===== src/rtl/cpu_pkg.sv =====
// Shared CPU definitions: pointer width, halt opcode, fetch states and the
// instruction-length rule used by fetch and decode alike.
package cpu_pkg;

  localparam int PTR_W = 5;
  localparam logic [7:0] HLT_OP = 8'hFF;

  typedef enum logic [2:0] {
    IDLE,
    FETCH_OP,
    FETCH_IMM,
    ISSUE,
    HALT
  } fetch_state_t;

  // An opcode with its top bit set carries one immediate byte after it.
  function automatic logic is_two_byte(input logic [7:0] op);
    return op[7];
  endfunction

endpackage


===== src/rtl/instr_fetch_if.sv =====
// Fetch-to-decoder channel: instruction handshake plus branch redirect.
// The fetch unit is the master; the decoder is the slave.
interface instr_fetch_if #(
  parameter int PTR_W = cpu_pkg::PTR_W
);

  logic             instr_valid;
  logic             instr_ready;
  logic [7:0]       opcode;
  logic [7:0]       operand;
  logic             has_operand;
  logic             branch_en;
  logic [PTR_W-1:0] branch_target;

  modport master (
    output instr_valid, opcode, operand, has_operand,
    input  instr_ready, branch_en, branch_target
  );

  modport slave (
    input  instr_valid, opcode, operand, has_operand,
    output instr_ready, branch_en, branch_target
  );

endinterface


===== src/rtl/instr_fetch.sv =====
// Instruction fetch unit: walks the program buffer, assembles one- or two-byte
// instructions, hands them to the decoder and follows branch redirects.
module instr_fetch
  import cpu_pkg::*;
#(
  parameter int         PTR_W  = cpu_pkg::PTR_W,
  parameter logic [7:0] HLT_OP = cpu_pkg::HLT_OP
) (
  input  logic             CPU_Clk,
  input  logic             Reset,
  input  logic             start,
  input  logic [PTR_W-1:0] prog_len,
  input  logic [7:0]       mem_data,
  output logic [PTR_W-1:0] pc,
  instr_fetch_if.master    dec,
  output logic             busy,
  output logic             halted,
  output logic             trunc_err
);

  fetch_state_t     state, state_next;
  logic [PTR_W-1:0] pc_next;
  logic [7:0]       opcode, opcode_next;
  logic [7:0]       operand, operand_next;
  logic             trunc_next;

  always_ff @(posedge CPU_Clk or posedge Reset) begin
    if (Reset) begin
      state     <= IDLE;
      pc        <= '0;
      opcode    <= '0;
      operand   <= '0;
      trunc_err <= 1'b0;
    end else begin
      state     <= state_next;
      pc        <= pc_next;
      opcode    <= opcode_next;
      operand   <= operand_next;
      trunc_err <= trunc_next;
    end
  end

  always_comb begin
    state_next   = state;
    pc_next      = pc;
    opcode_next  = opcode;
    operand_next = operand;
    trunc_next   = trunc_err;

    case (state)
      IDLE: begin
        if (start) begin
          pc_next    = '0;
          state_next = FETCH_OP;
        end
      end

      FETCH_OP: begin
        // Running off the end of the loaded bytes is a normal program end.
        if (pc >= prog_len) begin
          trunc_next = 1'b0;
          state_next = HALT;
        end else begin
          opcode_next  = mem_data;
          operand_next = '0;
          pc_next      = pc + PTR_W'(1);
          state_next   = is_two_byte(mem_data) ? FETCH_IMM : ISSUE;
        end
      end

      FETCH_IMM: begin
        if (pc >= prog_len) begin
          trunc_next = 1'b1;
          state_next = HALT;
        end else begin
          operand_next = mem_data;
          pc_next      = pc + PTR_W'(1);
          state_next   = ISSUE;
        end
      end

      ISSUE: begin
        // Halt wins over a redirect offered alongside it.
        if (dec.instr_ready) begin
          if (opcode == HLT_OP) begin
            state_next = HALT;
          end else begin
            if (dec.branch_en) pc_next = dec.branch_target;
            state_next = FETCH_OP;
          end
        end
      end

      HALT: begin
        if (start) begin
          trunc_next = 1'b0;
          pc_next    = '0;
          state_next = FETCH_OP;
        end
      end

      default: state_next = IDLE;
    endcase
  end

  assign dec.instr_valid = (state == ISSUE);
  assign dec.opcode      = opcode;
  assign dec.operand     = operand;
  assign dec.has_operand = is_two_byte(opcode);
  assign busy            = (state != IDLE) && (state != HALT);
  assign halted          = (state == HALT);

endmodule


===== src/flat_wrapper.sv =====
// flat-port wrapper written by rule: the top's interface ports become plain ports
module instr_fetch_flat import cpu_pkg::*;
#(
  parameter int         PTR_W  = cpu_pkg::PTR_W,
  parameter logic [7:0] HLT_OP = cpu_pkg::HLT_OP
)
  (CPU_Clk, Reset, start, prog_len, mem_data, pc, busy, halted, trunc_err, dec_instr_valid, dec_opcode, dec_operand, dec_has_operand, dec_instr_ready, dec_branch_en, dec_branch_target);
  instr_fetch_if #(.PTR_W(PTR_W)) dec_i ();
  input  logic CPU_Clk;
  input  logic Reset;
  input  logic start;
  input  logic [PTR_W-1:0] prog_len;
  input  logic [7:0] mem_data;
  output logic [PTR_W-1:0] pc;
  output logic busy;
  output logic halted;
  output logic trunc_err;
  output wire logic [$bits(dec_i.instr_valid)-1:0] dec_instr_valid;
  output wire logic [$bits(dec_i.opcode)-1:0] dec_opcode;
  output wire logic [$bits(dec_i.operand)-1:0] dec_operand;
  output wire logic [$bits(dec_i.has_operand)-1:0] dec_has_operand;
  input wire logic [$bits(dec_i.instr_ready)-1:0] dec_instr_ready;
  input wire logic [$bits(dec_i.branch_en)-1:0] dec_branch_en;
  input wire logic [$bits(dec_i.branch_target)-1:0] dec_branch_target;
  assign dec_instr_valid = dec_i.instr_valid;
  assign dec_opcode = dec_i.opcode;
  assign dec_operand = dec_i.operand;
  assign dec_has_operand = dec_i.has_operand;
  assign dec_i.instr_ready = dec_instr_ready;
  assign dec_i.branch_en = dec_branch_en;
  assign dec_i.branch_target = dec_branch_target;
  instr_fetch #(.PTR_W(PTR_W), .HLT_OP(HLT_OP)) u_core (.CPU_Clk(CPU_Clk), .Reset(Reset), .start(start), .prog_len(prog_len), .mem_data(mem_data), .pc(pc), .dec(dec_i), .busy(busy), .halted(halted), .trunc_err(trunc_err));
endmodule

===== config.mk =====
export PLATFORM = sky130hd
export DESIGN_NAME = instr_fetch_flat
export DESIGN_NICKNAME = d
export VERILOG_FILES = /design/src/rtl/cpu_pkg.sv /design/src/rtl/instr_fetch_if.sv /design/src/rtl/instr_fetch.sv /design/src/flat_wrapper.sv
export SDC_FILE = /design/constraint.sdc
export NUM_CORES = 1
export LEC_CHECK = 0
export ABC_AREA = 0
export BUFFER_PORTS_ARGS = -buffer_cell sky130_fd_sc_hd__buf_2
export CORE_UTILIZATION = 53
export DETAILED_ROUTE_END_ITERATION = 8
export MAX_ROUTING_LAYER = met4
export PLACE_DENSITY = 0.9
export SYNTH_ARGS = -nofsm -noshare
export SYNTH_HDL_FRONTEND = slang
export SYNTH_SLANG_ARGS = --single-unit

===== constraint.sdc =====
create_clock -name CPU_Clk -period 6.5 [get_ports CPU_Clk]
set_input_delay 0.975 -clock CPU_Clk [delete_from_list [all_inputs] [get_ports CPU_Clk]]
set_output_delay 0.975 -clock CPU_Clk [all_outputs]
set_load 0.03 [all_outputs]

==> flow_summary.yaml <==
clock_tree:
  cts_sinks: 25
  cts_buffer_depth: 2
  htreeDepth: 1
  cts_made_buffers: 3
  cts_hold_buf: 0
  cts_tree: "built"
  clk_latency_ps: 320
  cts_root_buffer: "clkbuf_4"
  cts_resized: 0
  postCtsSetupBuffers: 0
  cts.clk_slew.worst_paths_ps: 130
sta:
  tightest_slew_ps: 915.1
  setup_viol: 0
  setup_tns_ps: 0
  rsz0062_at_grt: "no"
  min_period_ps: 2631
  hold_viol: 0
  slew_viol_final: 0
  period_share_pct: 40.47
  max_freq_ghz: 0.3801
  skew_ps: 1.204
  relSlewSlack_pct: 38.92
route:
  drc: 0
  drtPass1Iterations: 4
  vias: 1128
  drt-wirelength-per-cell_um: 14.31
  post_drt_via_cell_ratio: 5.640
  detail-route-antenna-nets: 0
  drt_iter0_markers: 11
  wirelength_um: 2861
layout:
  num_antenna_cells: 0
  layout_commonest_cell: "buf_2"
  nNetsFinal: 200
  final_cell_mix: "buf_2 (48), dfrtp_1 (25), nand2_1 (11)"
  area_growth_pct: 19.11
  layout-drive-gt1-share_pct: 41.76
  instances_no_fill: 200
power_and_ir_drop:
  peakVddDrop_mv: 0.3896
  p_leak_uw: 0.0008910
  totalPowerFinal_uw: 980.5
  power.density_mw_per_mm2: 595.9
synth:
  synthCells: 124
  syn_nets: 153
  synth_area_mm2: 0.001381
  ys_warn_count: 0
  ys_seq_area_share_pct: 45.29
  avgSynthCellArea_um2: 11.14
  synthDistinctLibCells: 36
  ys_seq_elements: 25
setup_path:
  endpoint_kind: "register"
  start_kind: "input pin"
  path_class: "in2reg"
  crit_fanout: 5
  path_cells: "buf_2 -> inv_1 -> ha_1 -> a21oi_1 -> o21ba_1 -> a21o_1 -> a2111o_4 -> mux2_4"
  required_ps: 6720
  slowest_stage: "a2111o_4"
  max_stage_delay_ps: 490
  crit_arrival_ps: 2850
place:
  finalWeightedCongestion: 0.8641
  dp_cells: 196
  dpl.hpwl_um: 2201
  io_buffers: 48
global_route:
  grt_pass1_wl_um: 4581
  grt_overflow: 0
  antenna_found_initial: 0
  grt_pass1_vias: 1058
  grt.total_usage_pct: 23.15
  grt_max_degree: 26
floorplan:
  num_io_pins: 49
  die_area_mm2: 0.002814
  row_count: 18
  core_area_mm2: 0.002477
  die_height_um: 53.05
  start_util_pct: 55.76
  dieWidth_um: 53.05
job:
  drv_cap: 0
outcome:
  outcome: "complete, no violations"
min_path:
  hold_path.class: "reg2reg"
-- kinds of logic after synthesis --
family | count (synthesis) | synth area share, %
xor gates and xnor gates | 4 | 2.537
adders and majority gates | 6 | 5.435
buffers and inverters | 16 | 5.888
muxes | 13 | 11.96
and+or+nand+nor | 29 | 11.23
DFF | 25 | 45.29
AOI/OAI and AO/OA | 31 | 17.66
-- where the power goes --
part | switching, uW | leakage (uW) | internal [uW]
logic | 357 | 0.000560 | 254
registers | 72.6 | 0.000313 | 228
clock network | 46.0 | 0.0000177 | 23.1
-- path summary, 6_finish.rpt --
path,from,to,slack [ps],depth (start not counted)
max,prog_len[4],u_core.pc[0],3870,8
min,u_core.dec.operand[4],u_core.dec.operand[4],520,1
max reg2reg,u_core.pc[4],u_core.pc[0],4180,6
min reg2reg,u_core.dec.operand[4],u_core.dec.operand[4],520,1
max in group asynchronous,Reset,u_core.dec.operand[4],5120,2
min in group asynchronous,Reset,u_core.dec.operand[2],830,2
-- cell usage after synthesis, drive strengths merged --
master / instances / share of area, %
o31a: 1 / 0.72
and3b: 1 / 0.63
clkbuf: 3 / 0.82
nand3: 3 / 1.1
a21oi: 4 / 1.4
nand2b: 1 / 0.45
nor2b: 3 / 1.5
nand4: 2 / 0.91
o211a: 1 / 0.72
o31ai: 2 / 1.1
a21o: 2 / 1.1
o21ba: 1 / 0.72
ha: 6 / 5.4
o41a: 1 / 0.82
a22o: 8 / 5.1
a2111o: 1 / 1.5
buf: 3 / 2.2
a31oi: 1 / 0.45
inv: 10 / 2.9
xnor2: 2 / 1.3
xor2: 2 / 1.3
dfrtp: 25 / 45
mux2: 13 / 12
o22ai: 1 / 0.45
nand2: 12 / 3.8
nor2: 5 / 1.4
nor3b: 2 / 1.4
a221oi: 1 / 0.63
o21ai: 5 / 1.8
o211ai: 2 / 1.1
-- stage by stage --
stage               cell area [um2]  hold WS (ps)  setup slack [ps]  utilization [%]
floorplan                      1381         561.8              3773                -
global placement               1618         486.0              3596            65.30
detailed placement             1618         487.7              3522            65.30
CTS                            1645         526.3              3869            66.41
global route                   1645         542.5              3796            66.41
finish                         1645         516.5              3869            66.41
-- worst max-delay path: cells and delay by family --
family                     cells  cell delay, ps
muxes                          1             320
AOI/OAI and AO/OA              4            1160
adders and majority gates      1             300
buffers and inverters          2             100
-- registers in the layout, summed over array words and instances, names as in the netlist --
signal              cells
u_core.pc               5
u_core.trunc_err        1
u_core.dec.operand      8
u_core.state            3
u_core.dec.opcode       8
-- per-layer routing --
layer | track usage, % | vias up | share of wire [%]
met5 | - | - | 0
met4 | 8.772 | 0 | 1.3
met3 | 3.448 | 4 | 5.9
met2 | 37.34 | 39 | 47
met1 | 29.41 | 548 | 46
li1 | - | 537 | -
-- cell type report --
type,instances,area (um2)
clock buffers,3,22.52
clock inverters,1,5.005
fillers,224,832.0
inverters,10,40.04
multi-input cells,83,674.4
flip-flops and latches,25,625.6
well taps,30,37.54
repair buffers,48,240.2
No activity file was read; power rests on OpenSTA's default activity.
